[config.mk]
export PLATFORM = sky130hd
export DESIGN_NAME = tape_arbiter
export DESIGN_NICKNAME = d
export VERILOG_FILES = /design/src/rtl/tape_pkg.sv /design/src/rtl/rr_arb2.sv /design/src/rtl/tape_arbiter.sv
export SDC_FILE = /design/constraint.sdc
export NUM_CORES = 1
export LEC_CHECK = 0
export ABC_AREA = 1
export CAP_MARGIN = 40
export CELL_PAD_IN_SITES_DETAIL_PLACEMENT = 2
export CELL_PAD_IN_SITES_GLOBAL_PLACEMENT = 2
export CORE_ASPECT_RATIO = 1.1
export CORE_UTILIZATION = 15
export CTS_CLUSTER_SIZE = 20
export DETAILED_ROUTE_END_ITERATION = 10
export GPL_TIMING_DRIVEN = 0
export MAX_ROUTING_LAYER = met4
export PLACE_DENSITY_LB_ADDON = 0.1
export SYNTH_ARGS = -nofsm -noshare
export SYNTH_HDL_FRONTEND = slang
export SYNTH_SLANG_ARGS = --single-unit
[constraint.sdc]
create_clock -name clk -period 1.6 [get_ports clk]
set_clock_uncertainty 0.1 [all_clocks]
set_input_delay 0.24 -clock clk [delete_from_list [all_inputs] [get_ports clk]]
set_output_delay 0.24 -clock clk [all_outputs]
set_load 0.02 [all_outputs]
[src/rtl/tape_pkg.sv]
// ============================================================
// tape_pkg: shared state encoding and default widths
// Rev 1.0
// ============================================================
`default_nettype none

package tape_pkg;

    localparam int DEF_ADDR_W = 8;
    localparam int DEF_DATA_W = 8;

    localparam logic [1:0] ST_INIT  = 2'd0;
    localparam logic [1:0] ST_CLEAR = 2'd1;
    localparam logic [1:0] ST_IDLE  = 2'd2;

endpackage

`default_nettype wire

[src/rtl/rr_arb2.sv]
// ============================================================
// rr_arb2: two-way round-robin arbiter, index 0 = core, 1 = host
// Rev 1.0
// ============================================================
`default_nettype none

module rr_arb2 (
    input  logic       clk,
    input  logic       rst_n,
    input  logic [1:0] req,
    input  logic       en,
    output logic [1:0] gnt
);

    // set when the host port was the most recent winner
    logic r_last_host;

    always_comb begin
        gnt = 2'b00;
        if (en) begin
            if (req == 2'b11) begin
                gnt = r_last_host ? 2'b01 : 2'b10;
            end else begin
                gnt = req;
            end
        end
    end

    always_ff @(posedge clk or negedge rst_n) begin
        if (!rst_n) begin
            r_last_host <= 1'b1;
        end else if (|gnt) begin
            r_last_host <= gnt[1];
        end
    end

endmodule

`default_nettype wire

[src/rtl/tape_arbiter.sv]
// ============================================================
// tape_arbiter: zeroes a tape RAM and arbitrates core/host access
// Rev 1.0
// ============================================================
`default_nettype none

module tape_arbiter
    import tape_pkg::*;
#(
    parameter int ADDR_W = DEF_ADDR_W,
    parameter int DATA_W = DEF_DATA_W
) (
    input  logic              clk,
    input  logic              reset,
    input  logic              start_clear,
    output logic              clear_busy,
    output logic              clear_done,
    input  logic              core_req,
    input  logic              core_we,
    input  logic [ADDR_W-1:0] core_addr,
    input  logic [DATA_W-1:0] core_wdata,
    output logic              core_gnt,
    output logic              core_rvalid,
    output logic [DATA_W-1:0] core_rdata,
    input  logic              host_req,
    input  logic              host_we,
    input  logic [ADDR_W-1:0] host_addr,
    input  logic [DATA_W-1:0] host_wdata,
    output logic              host_gnt,
    output logic              host_rvalid,
    output logic [DATA_W-1:0] host_rdata,
    output logic              mem_en,
    output logic              mem_we,
    output logic [ADDR_W-1:0] mem_addr,
    output logic [DATA_W-1:0] mem_wdata,
    input  logic [DATA_W-1:0] mem_rdata
);

    logic [1:0]        r_state;
    logic [1:0]        w_next_state;
    logic [ADDR_W-1:0] r_cnt;
    logic              r_core_rv;
    logic              r_host_rv;
    logic [1:0]        w_gnt;
    logic              w_idle;
    logic              w_clearing;
    logic              w_last_cell;

    assign w_idle      = (r_state == ST_IDLE);
    assign w_clearing  = (r_state == ST_CLEAR);
    assign w_last_cell = &r_cnt;

    rr_arb2 u_arb (
        .clk   (clk),
        .rst_n (reset),
        .req   ({host_req, core_req}),
        .en    (w_idle),
        .gnt   (w_gnt)
    );

    always_comb begin
        w_next_state = r_state;
        case (r_state)
            ST_INIT:  w_next_state = ST_CLEAR;
            ST_CLEAR: if (w_last_cell) w_next_state = ST_IDLE;
            ST_IDLE:  if (start_clear) w_next_state = ST_CLEAR;
            default:  w_next_state = ST_INIT;
        endcase
    end

    // Counter is held at zero outside CLEAR so every clear starts at address 0.
    always_ff @(posedge clk or negedge reset) begin
        if (!reset) begin
            r_state   <= ST_INIT;
            r_cnt     <= '0;
            r_core_rv <= 1'b0;
            r_host_rv <= 1'b0;
        end else begin
            r_state   <= w_next_state;
            r_cnt     <= w_clearing ? r_cnt + 1'b1 : '0;
            r_core_rv <= w_gnt[0] & ~core_we;
            r_host_rv <= w_gnt[1] & ~host_we;
        end
    end

    always_comb begin
        mem_en    = 1'b0;
        mem_we    = 1'b0;
        mem_addr  = r_cnt;
        mem_wdata = '0;
        if (w_clearing) begin
            mem_en = 1'b1;
            mem_we = 1'b1;
        end else if (w_gnt[1]) begin
            mem_en    = 1'b1;
            mem_we    = host_we;
            mem_addr  = host_addr;
            mem_wdata = host_wdata;
        end else if (w_gnt[0]) begin
            mem_en    = 1'b1;
            mem_we    = core_we;
            mem_addr  = core_addr;
            mem_wdata = core_wdata;
        end
    end

    assign clear_busy  = ~w_idle;
    assign clear_done  = w_clearing & w_last_cell;
    assign core_gnt    = w_gnt[0];
    assign host_gnt    = w_gnt[1];
    assign core_rvalid = r_core_rv;
    assign host_rvalid = r_host_rv;
    assign core_rdata  = mem_rdata;
    assign host_rdata  = mem_rdata;

endmodule

`default_nettype wire

==> impl_metrics.toml <==
[outcome]
run_status = "finished, violations left"
failed_checks = "DRC, setup timing"

[place]
finalWeightedCongestion = 0.677
place.detailed.instances = 332
pre_cts_slack_ps = -789
port-buffer-count = 77
hpwlAfterDp_mm = 3.66
dpl-instance-area_um2 = 1990

[clock_tree]
tritoncts = "done"
cts_num_sinks = 13
cts-root-buf = "clkbuf_8"
h-tree-depth = 1
cts.hold.buffers_added = 0
clock_latency_of_the_later_clocked_register_in_the_worst_skew_pair_ps = 240
clkSlewWorstSetupHoldPaths_ps = 60
clk_path_buf_depth = 2
tritoncts.num_buffers = 3

[grt]
grt_overflow = 0
wire_length_of_the_first_global_routing_pass_mm = 8.08
maximum_number_of_pins_on_one_net_before_global_route_repair = 14
number_of_antenna_violations_at_the_first_check_in_global_routing = 0
via_count_of_the_first_global_routing_pass = 1594
grt_util_all_layers_pct = 13.4

[timing]
report.final.setup_viol = 21
fin_hold_ws_ps = 289
final_worst_setup_slack_ps = -263
worstMarginPinSlew_ps = 635
unrepaired_setup_endpoints_after_global_routing = "true"
hold_viol_final = 0
timing.max_slew.rel_slack_pct = 57.5
final.min_clock_period_ps = 1860
timing.final.crit_share_pct = 116
timing.final.max_slew_violations = 0
fmaxAchievable_ghz = 0.537

[routing]
detail_route.wl_per_cell_um = 13.4
post_drt_via_cell_ratio = 4.11
drt_pre_antenna_iters = 7
drc = 16
routed_wirelength_mm = 4.84
violation_count_after_the_first_detailed_route_iteration = 30
ant_nets = 0
routed-via-count = 1484

[power]
clockPowerShare_pct = 35.8
static-leakage-power_uw = 0.00122
power_density_nw_per_um2 = 345
vdd_drop_max_v = 0.000290
share_comb_of_total_power_pct = 25.1
switching_share_pct = 23.3
net_switching_uw = 196
pwr-share-seq_pct = 39.2
cell_internal_pwr_uw = 645

[layout]
final_nets = 325
post_route_cells_drive_above_1_share_pct = 42.4
area_delta_synth_final_pct = 120
instances_no_fill = 361
layout.cell_area.non_filler_um2 = 2440
fillerInstances = 835
most_common_library_cell_in_the_layout_ignoring_fill_and_taps = "clkdlybuf4s50_1"
multi_input_comb_area_um2 = 667
seq_area_um2 = 327
mostFrequentLayoutCells = "54 x clkdlybuf4s50_1, 43 x nand2_1, 36 x buf_4"
antenna_cells_inserted = 0

[floorplanning]
rows = 32
boundaryPins = 87
die_width_um = 84.0
core_area_um2 = 7090
design.die.area_um2 = 7750
starting_density_of_the_core_pct = 15.7
floorplan.die.height_um = 92.2

[setup_path]
setup.worst_path.start_class = "flop"
largest_driver_fanout_on_the_critical_path = 5
worstSetupPathType = "flop to primary output"
critPathRequiredTime_ps = 1260
worstRegToRegCells = 7
slack_of_the_worst_reg_to_reg_path_ps = 260
path_delay_family = "flip-flops"
cp_num_cells = 9
cp.buffers_inverters = 3
path_cells = "inv_2, nand2_4, nand3_4, buf_6, nand2_2, nand2_1, nand2_1, nand2_1, buf_6"
cp.arrival_ps = 1520
path_common_cell = "nand2_1"
worst_path_largest_cell_delay_ps = 540
critical_path.endpoint_type = "primary output"
timing.critical_path.slowest_stage_cell = "dfstp_2"

[run]
max_cap_viol_count = 0

[yosys]
ys_seq_elements = 13
postSynthNetCount = 218
count_of_mapped_cells_out_of_synthesis = 170
yosysSeqAreaShare_pct = 29.4
post_synth.cell_area_avg_um2 = 6.53
yosysWarnings = 0
netlist_area_um2 = 1110
post_synth_num_cell_types = 20

[hold_path]
worst_hold_path_type = "input pin to asynchronous set/reset pin"
==> cells in the mapped netlist <==
cell / count / share of area, %
a21oi_1: 3 / 1.4
a31oi_1: 2 / 1.1
buf_2: 1 / 0.45
buf_4: 16 / 11
buf_6: 6 / 6.1
dfrtp_1: 12 / 27
dfstp_2: 1 / 2.4
ha_1: 1 / 1.1
inv_1: 16 / 5.4
inv_2: 1 / 0.34
nand2_1: 71 / 24
nand2_2: 1 / 0.56
nand3_1: 6 / 2.7
nand3_2: 1 / 0.90
nand3_4: 1 / 1.6
nand4_1: 11 / 6.2
nor2_1: 13 / 4.4
nor2_2: 1 / 0.56
o21ai_0: 5 / 2.3
o21bai_1: 1 / 0.68
==> what timing repair did <==
action                                  in CTS  in global routing
resized for setup                          150                 36
endpoints found under the setup margin      22                 22
cloned                                       3                  1
buffers inserted                            17                  4
pin swaps                                   14                 20
endpoints found under the hold margin        0                  0
==> layer usage <==
layer | part of all wire [%] | GRT usage [%] | wire, um | vias up
met1 | 39 | 14.6 | 1880 | 708
met5 | 0 | - | 0 | -
met2 | 55 | 26.2 | 2650 | 45
li1 | - | - | - | 727
met4 | 0.56 | 2.59 | 27 | 0
met3 | 5.7 | 1.62 | 277 | 4
==> sequential cells by signal, summed over array words and instances, names as in the netlist <==
| name | count |
|---|---|
| r_cnt | 8 |
| r_state | 2 |
| core_rvalid | 1 |
| host_rvalid | 1 |
| u_arb.r_last_host | 1 |
==> worst paths after layout <==
| check | from | to |
|---|---|---|
| worst max-delay path | u_arb.r_last_host | mem_addr[5] |
| worst min-delay path | reset | r_cnt[6] |
| worst max register to register | r_cnt[0] | r_state[0] |
| worst min register to register | r_cnt[0] | r_cnt[0] |
| max in group asynchronous | reset | core_rvalid |
| min in group clk | core_req | u_arb.r_last_host |
==> area by class of cell <==
class                   count  share of cell area [%]
clock buffers               4                    1.85
inverters                  17                    2.82
flip-flops and latches     13                    13.4
repair buffers            102                    42.2
plain buffers              23                    8.06
well taps                  85                    4.36
multi-input cells         117                    27.3
==> per-stage QoR <==
step                util (%)  TNS, ps  power [uW]
detailed placement      28.0   -15380         544
floorplan                  -        0         401
finish                  34.4    -4500         840
global route            34.4    -6090         875
global placement        28.0   -15190         542
CTS                     32.0    -4590         849
==> power by group through the flow <==
stage | Clock [uW] | Combinational (uW) | Sequential, uW
detailed placement | 0 | 209 | 335
floorplan | 0 | 65.7 | 335
CTS | 309 | 211 | 329
global route | 321 | 225 | 329
global placement | 0 | 207 | 335
finish | 300 | 211 | 329
==> cells by family (layout without fill, tap and decap cells) <==
group	Yosys count	count (layout)	synth area share (%)
AO/OA/AOI/OAI	11	11	5.41
adder cells (fa/ha/maj)	1	1	1.13
AND/OR/NAND/NOR	105	105	40.9
flip-flops	13	13	29.4
buffers and inverters	40	146	23.1
No activity file was read; power rests on OpenSTA's default activity.
